`config.mk`:
```
export PLATFORM = sky130hd
export DESIGN_NAME = fan_pwm_gen
export DESIGN_NICKNAME = d
export VERILOG_FILES = /design/src/rtl/fan_ctrl_pkg.sv /design/src/rtl/fan_clk_div.sv /design/src/rtl/fan_pwm_gen.sv
export SDC_FILE = /design/constraint.sdc
export NUM_CORES = 1
export LEC_CHECK = 0
export CELL_PAD_IN_SITES_DETAIL_PLACEMENT = 0
export CELL_PAD_IN_SITES_GLOBAL_PLACEMENT = 2
export CORE_UTILIZATION = 34
export DETAILED_ROUTE_END_ITERATION = 8
export GPL_ROUTABILITY_DRIVEN = 0
export GPL_TIMING_DRIVEN = 0
export PLACE_DENSITY = 0.88
export SLEW_MARGIN = 0
export SYNTH_ARGS = -nofsm -noshare
export SYNTH_HDL_FRONTEND = slang
export SYNTH_SLANG_ARGS = --single-unit
```
`constraint.sdc`:
```
create_clock -name clk -period 2.7 [get_ports clk]
set_input_delay 0.54 -clock clk [delete_from_list [all_inputs] [get_ports clk]]
set_output_delay 0.54 -clock clk [all_outputs]
set_load 0.05 [all_outputs]
```
`src/rtl/fan_ctrl_pkg.sv`:
```
// Shared constants and FSM state encoding for the fan PWM controller.
package fan_ctrl_pkg;

  localparam int unsigned ADC_BITWIDTH_DFLT = 4;
  localparam int unsigned PWM_STEPS = (32'd1 << ADC_BITWIDTH_DFLT) - 32'd1;

  typedef enum logic [1:0] {
    StOff  = 2'd0,
    StKick = 2'd1,
    StRun  = 2'd2
  } fan_state_e;

  function automatic int unsigned pwm_steps(input int unsigned bw);
    return (32'd1 << bw) - 32'd1;
  endfunction

endpackage

```
`src/rtl/fan_clk_div.sv`:
```
// PWM step prescaler: counts 0..CLK_DIV-1 and flags the last count as a step tick.
module fan_clk_div #(
  parameter int unsigned CLK_DIV = 3
) (
  input  logic clk,
  input  logic rst,
  output logic tick_o
);

  logic [7:0] r_cnt;
  logic       w_wrap;

  assign w_wrap = (r_cnt == 8'(CLK_DIV - 32'd1));

  always_ff @(posedge clk or posedge rst) begin
    if (rst) begin
      r_cnt <= '0;
    end else if (w_wrap) begin
      r_cnt <= '0;
    end else begin
      r_cnt <= r_cnt + 8'd1;
    end
  end

  assign tick_o = w_wrap;

endmodule

```
`src/rtl/fan_pwm_gen.sv`:
```
// Fan PWM generator with boundary-aligned duty updates.
// Optional kick-start (full duty for KICK_PERIODS periods) enabled by FAN_PWM_KICKSTART_EN.
module fan_pwm_gen
  import fan_ctrl_pkg::*;
#(
  parameter int unsigned ADC_BITWIDTH = ADC_BITWIDTH_DFLT,
  parameter int unsigned CLK_DIV      = 3,
  parameter int unsigned KICK_PERIODS = 8
) (
  input  logic                    clk,
  input  logic                    rst,
  input  logic [ADC_BITWIDTH:0]   pid_val,
  input  logic                    pid_valid,
  output logic                    pwm_o,
  output logic [ADC_BITWIDTH-1:0] duty_o,
  output logic                    period_start_o,
  output logic                    kick_o
);

  localparam logic [ADC_BITWIDTH-1:0] STEP_LAST =
      ADC_BITWIDTH'(pwm_steps(ADC_BITWIDTH) - 32'd1);
  localparam logic [ADC_BITWIDTH-1:0] DUTY_FULL = ADC_BITWIDTH'(pwm_steps(ADC_BITWIDTH));

  logic                    w_tick;
  logic                    w_boundary;
  logic [ADC_BITWIDTH-1:0] w_clamped;
  logic [ADC_BITWIDTH-1:0] r_step, w_step_d;
  logic [ADC_BITWIDTH-1:0] r_pending;
  logic [ADC_BITWIDTH-1:0] r_duty, w_duty_d;
  logic [ADC_BITWIDTH-1:0] r_duty_o, w_applied_d;
  fan_state_e              r_state, w_state_d;
  logic                    r_pwm;
  logic                    r_period_start;

  fan_clk_div #(
    .CLK_DIV(CLK_DIV)
  ) u_clk_div (
    .clk   (clk),
    .rst   (rst),
    .tick_o(w_tick)
  );

  assign w_clamped  = pid_val[ADC_BITWIDTH] ? '0 : pid_val[ADC_BITWIDTH-1:0];
  assign w_boundary = w_tick && (r_step == STEP_LAST);

  always_comb begin
    w_step_d = r_step;
    if (w_tick) begin
      w_step_d = (r_step == STEP_LAST) ? '0 : r_step + 1'b1;
    end
    w_duty_d = w_boundary ? r_pending : r_duty;
  end

`ifdef FAN_PWM_KICKSTART_EN
  localparam int unsigned KICK_W = (KICK_PERIODS < 1) ? 1 : $clog2(KICK_PERIODS + 1);

  logic [KICK_W-1:0] r_kick, w_kick_d;

  always_comb begin
    w_state_d = r_state;
    w_kick_d  = r_kick;
    if (w_boundary) begin
      case (r_state)
        StOff: begin
          if (r_pending != '0) begin
            w_state_d = StKick;
            w_kick_d  = '0;
          end
        end
        StKick: begin
          if (r_pending == '0) begin
            w_state_d = StOff;
          end else begin
            // Saturating count of boundaries elapsed while kicking.
            if (r_kick != {KICK_W{1'b1}}) w_kick_d = r_kick + 1'b1;
            if (32'(w_kick_d) >= KICK_PERIODS) w_state_d = StRun;
          end
        end
        StRun: begin
          if (r_pending == '0) w_state_d = StOff;
        end
        default: w_state_d = StOff;
      endcase
    end
    w_applied_d = (w_state_d == StKick) ? DUTY_FULL : w_duty_d;
  end

  always_ff @(posedge clk or posedge rst) begin
    if (rst) begin
      r_kick <= '0;
    end else begin
      r_kick <= w_kick_d;
    end
  end

  assign kick_o = (r_state == StKick);
`else
  always_comb begin
    w_state_d = r_state;
    if (w_boundary) begin
      w_state_d = (r_pending != '0) ? StRun : StOff;
    end
    w_applied_d = w_duty_d;
  end

  assign kick_o = 1'b0;
`endif

  // PWM compares the next step against the next applied duty so the output flop
  // tracks (step < duty) cycle-exactly without combinational glitches.
  always_ff @(posedge clk or posedge rst) begin
    if (rst) begin
      r_step         <= '0;
      r_pending      <= '0;
      r_duty         <= '0;
      r_duty_o       <= '0;
      r_state        <= StOff;
      r_pwm          <= 1'b0;
      r_period_start <= 1'b0;
    end else begin
      r_step         <= w_step_d;
      if (pid_valid) r_pending <= w_clamped;
      r_duty         <= w_duty_d;
      r_duty_o       <= w_applied_d;
      r_state        <= w_state_d;
      r_pwm          <= (w_step_d < w_applied_d);
      r_period_start <= w_boundary;
    end
  end

  assign pwm_o          = r_pwm;
  assign duty_o         = r_duty_o;
  assign period_start_o = r_period_start;

endmodule

```
# Word level (Yosys, flattened, before mapping)
# Index checks and enable logic that the tools add are counted.
# word_totals
inputBits	8
output_inout_bits	7
word_cells	17
reg_bits	22
# classes
eq_ne	2
addsub	2
mux	5
magnitude_cmp	1
reduce_logical	1
# op_table
cell	count
$mux 4	4
$add 8x1->8 const B	1
$eq 8x2->1 const B	1
$mux 8	1
$add 4x1->4 const B	1
$eq 4x4->1 const B	1
$lt 4x4->1	1
$logic_and 1x1->1	1

# Longest topological paths before layout
# logic_depth
depth_word	4
depth_mapped	12
depth_no_buf	11

# By module
# From an unflattened synthesis, not the netlist that was laid out.
# unflattened
hier_cells	95
hier_area_um2	1059.8
# modules_own_cells
module	instances	area_each_um2	cells_per_inst	seq_area_each_um2
fan_pwm_gen	1	689.4	65	350.3
fan_clk_div	1	370.4	30	200.2

# Worst setup path after synthesis
# Ideal clock, no wire load.
# synth_path
path_kind	reg-to-reg
from	register u_clk_div.r_cnt[0]
to	register r_pwm (netlist: pwm_o)
arrival_time_ns	2.084
setup_ns	0.066
path_stages_with_launch	10
path_slack_ns	0.549
period_less_slack_ns	2.151
required_time_ns	2.634
n_path_buf	0
cell_sequence	dfrtp_1 inv_1 ha_1 nor3b_2 and2_1 nand3_1 mux2_2 ha_1 a211oi_1 a41o_1
# synth_via
elab_cells_between_ends	5
classes_between	order compare: 1; eq/ne: 1; mux: 2; reduce/logical: 1
# synth_lines
element	line_no	source
start: declaration	fan_clk_div.sv:10	logic [7:0] r_cnt;
start signal: assignment	fan_clk_div.sv:21	r_cnt <= r_cnt + 8'd1;
$eq 8x2->1	fan_clk_div.sv:13	assign w_wrap = (r_cnt == 8'(CLK_DIV - 32'd1));
$mux 4	fan_pwm_gen.sv:48	if (w_tick) begin
via w_step_d[3]	fan_pwm_gen.sv:27	logic [ADC_BITWIDTH-1:0] r_step, w_step_d;
$lt 4x4->1	fan_pwm_gen.sv:126	r_pwm <= (w_step_d < w_applied_d);
end signal: assignment	fan_pwm_gen.sv:126	
end: declaration	fan_pwm_gen.sv:32	logic r_pwm;
# The timed path passes the listed nets, and every way through them passes these cells.
# A chain may end at the register's enable or synchronous reset.

# Worst setup path in the final report
# Same ends and word-level chain as after synthesis.

==> run summary <==
Final TNS setup -> 0 ns
clock network fraction of total power -> 25.6%
status -> finished, final reports clean
vias per cell -> 4.83
Worst EP arrival -> 2.60 ns
Total Nets Final -> 127
antenna cells -> 0
P_leak -> 0.601 nW
Remaining DRCs -> 0
Min-Delay Startpoint -> duty_o[2]$_DFF_PP0_
Worst Hold Class -> reg -> reg
flops & latches, synth -> 22
CTS buffer count -> 3
pin count of the biggest net entering global routing -> 23
Gate power share -> 14.3%
post-synthesis cell type count -> 29
area grow syn2layout -> 18.5%
area of the die -> 3270 µm²
worst-path maximum fanout -> 6
drt first pass iters -> 4
fin crit period -> 2.35 ns
crit path cell chain -> inv_1 > ha_1 > nor3b_2 > and2_1 > nand3_1 > mux2_2 > ha_1 > a211oi_1 > a41o_1
Slew Viols, Final -> 0
Top cell by count, worst path -> ha_1
hold path cells -> 1
Pint -> 0.425 mW
relative slew slack -> 45.2%
Clock Latency Late Sink -> 0.30 ns
MaxCap Viol Count -> 0
Starting Density -> 36.6%
R2R cell count -> 9
DP HPWL -> 1350 µm
Final Cell Area -> 1230 µm²
Reg clk slew, reported paths -> 0.12 ns
Hold-fix buffers, CTS -> 0
Max Freq -> 425 MHz
RR Startpoint -> u_clk_div.r_cnt[0]$_DFF_PP0_
antenna violations before repair -> 0
PortBufs -> 13
Root Buffer -> clkbuf_4
Psw -> 0.150 mW
Min-Delay Endpoint -> duty_o[2]$_DFF_PP0_
CP Class -> reg -> reg
PwrDens -> 469 nW/µm²
fill cell count -> 273
crit share post-route -> 87.2%
Final Hold Vio Count -> 0
Setup Viol. Count Final -> 0
Syn Nets -> 109
RSZ-0062 raised after global routing -> no
Seq pwr share -> 60.2%
clock buffer depth -> 2
Die Wd -> 57.2 µm
core box area -> 2830 µm²
Mapped Area -> 1030 µm²
synthesized instance count -> 96
I/O Pins -> 15
Initial DRC Count -> 12
worst r2r dst -> pwm_o$_DFF_PP0_
Vias -> 691
CTS tree -> built
slowest stage delay, CP -> 0.45 ns
Placement Cell Area -> 1200 µm²
row cnt -> 19
Req. time, crit path -> 2.95 ns
yosys warns -> 0
Routed WL -> 1750 µm
Crit. End Element -> flip-flop
VDD IR max -> 0.330 mV
post-CTS resize count -> 0
chip height -> 57.2 µm
Post-DRT Antenna Nets -> 0
mean area per synthesized cell -> 10.8 µm²
share of layout cells above drive strength 1 -> 8.93%
CP Buf/Inv Count -> 1
Clock Sinks -> 22
total gr overflow -> 0
Sw Share -> 26.0%
Seq/Total Area, Yosys -> 53.2%
setup repair bufs after CTS -> 0
startpoint types -> flip-flop
vias in the first global route -> 683
delay-heaviest family, CP -> simple AND/OR/NAND/NOR gates
cell at the slowest stage of the critical path -> dfrtp_1
global-route wire length before repair -> 3030 µm
gr usage total -> 12.4%
Worst-Margin Slew -> 0.821 ns
FF-to-FF setup slack -> 0.35 ns
wire per inst -> 12.2 µm
H-tree depth -> 1
Worst Skew -> 0.00307 ns
worst max path at each step:
stage	endpoint	cells past startpoint	slack, ns	from
finish	pwm_o$_DFF_PP0_	9	0.35	u_clk_div.r_cnt[0]$_DFF_PP0_
global route	pwm_o$_DFF_PP0_	9	0.07	u_clk_div.r_cnt[0]$_DFF_PP0_
CTS	pwm_o$_DFF_PP0_	9	0.31	u_clk_div.r_cnt[0]$_DFF_PP0_
detailed placement	pwm_o$_DFF_PP0_	9	0.33	u_clk_div.r_cnt[0]$_DFF_PP0_
global placement	pwm_o$_DFF_PP0_	9	0.38	u_clk_div.r_cnt[0]$_DFF_PP0_
floorplan	pwm_o$_DFF_PP0_	9	0.55	u_clk_div.r_cnt[0]$_DFF_PP0_
metal layers:
metal	vias up	part of all wire [%]	track usage, %	wire (µm)
met4	0	1.0	3.14	18
met1	316	47	15.5	812
met5	-	0	0	0
li1	358	-	-	-
met2	15	49	20.7	849
met3	2	3.7	4.08	64
Yosys cell counts:
cell      instances  area [µm²]
a211oi_1          1        7.51
a21o_1            3        22.5
a21oi_1           5        25.0
a41o_1            1        10.0
and2_1            1        6.26
and3_1            2        12.5
and4b_1           1        10.0
buf_2             1        5.00
buf_4             1        7.51
conb_1            1        3.75
dfrtp_1          22         551
ha_1              5        62.6
inv_1             7        26.3
mux2_2            1        11.3
mux2_4            1        15.0
nand2_1           8        30.0
nand2b_1          1        6.26
nand3_1           6        30.0
nand3_2           1        10.0
nand4_1           1        6.26
nor2_1            7        26.3
nor2b_1           2        12.5
nor3b_2           1        12.5
nor4_4            1        21.3
o21ai_0           6        30.0
o22ai_1           1        6.26
or3_1             1        6.26
xnor2_1           6        52.6
xor2_1            1        8.76
stage by stage:
stage / hold slack [ns] / total power, mW / worst slack (ns) / cells / util, %
floorplan: 0.477 / 0.404 / 0.549 / 96 / -
global placement: 0.489 / 0.435 / 0.377 / 140 / 42.5
detailed placement: 0.491 / 0.436 / 0.330 / 140 / 42.5
CTS: 0.524 / 0.587 / 0.313 / 143 / 43.3
global route: 0.537 / 0.603 / 0.0709 / 143 / 43.3
finish: 0.520 / 0.575 / 0.347 / 143 / 43.3
layout make-up:
type	instances	area, µm²	share of cell area [%]
sequential	22	551	44.9
multi-input combinational	65	445	36.3
timing repair buffer	13	130	10.6
tap	31	38.8	3.16
inverter	7	26.3	2.14
clock buffer	3	22.5	1.84
buffer	2	12.5	1.02
power groups by stage:
stage               Sequential, mW  Clock, mW  Combinational, mW
finish                       0.346      0.147             0.0820
global route                 0.347      0.166             0.0889
global placement             0.352          0             0.0828
floorplan                    0.377          0             0.0273
detailed placement           0.352          0             0.0835
CTS                          0.346      0.156             0.0838
flip-flops by register name, indices dropped and copies added, names as in the netlist:
name / count
r_step: 4
u_clk_div.r_cnt: 8
r_pending: 4
duty_o: 4
period_start_o: 1
pwm_o: 1
cells in the final DEF (no fill, tap or decap), types with 2 or more instances in the layout:
cell type         n
a21o_1            3
a21oi_1           5
and3_1            2
clkbuf_4          3
clkdlybuf4s50_1  13
dfrtp_1          22
ha_1              5
inv_1             7
nand2_1           8
nand3_1           6
nor2_1            7
nor2b_1           2
o21ai_0           6
xnor2_1           6
logic make-up (layout without fill, tap and decap cells):
family,count (synthesis),in the layout,share of synthesized area (%)
AO/OA/AOI/OAI,17,17,9.79
other,1,1,0.362
buffers and inverters,9,25,3.75
AND/OR/NAND/NOR,33,33,18.4
XOR/XNOR,7,7,5.93
multiplexers,2,2,2.54
flip-flops,22,22,53.2
adder cells (fa/ha/maj),5,5,6.05
No activity file was read; power rests on OpenSTA's default activity.
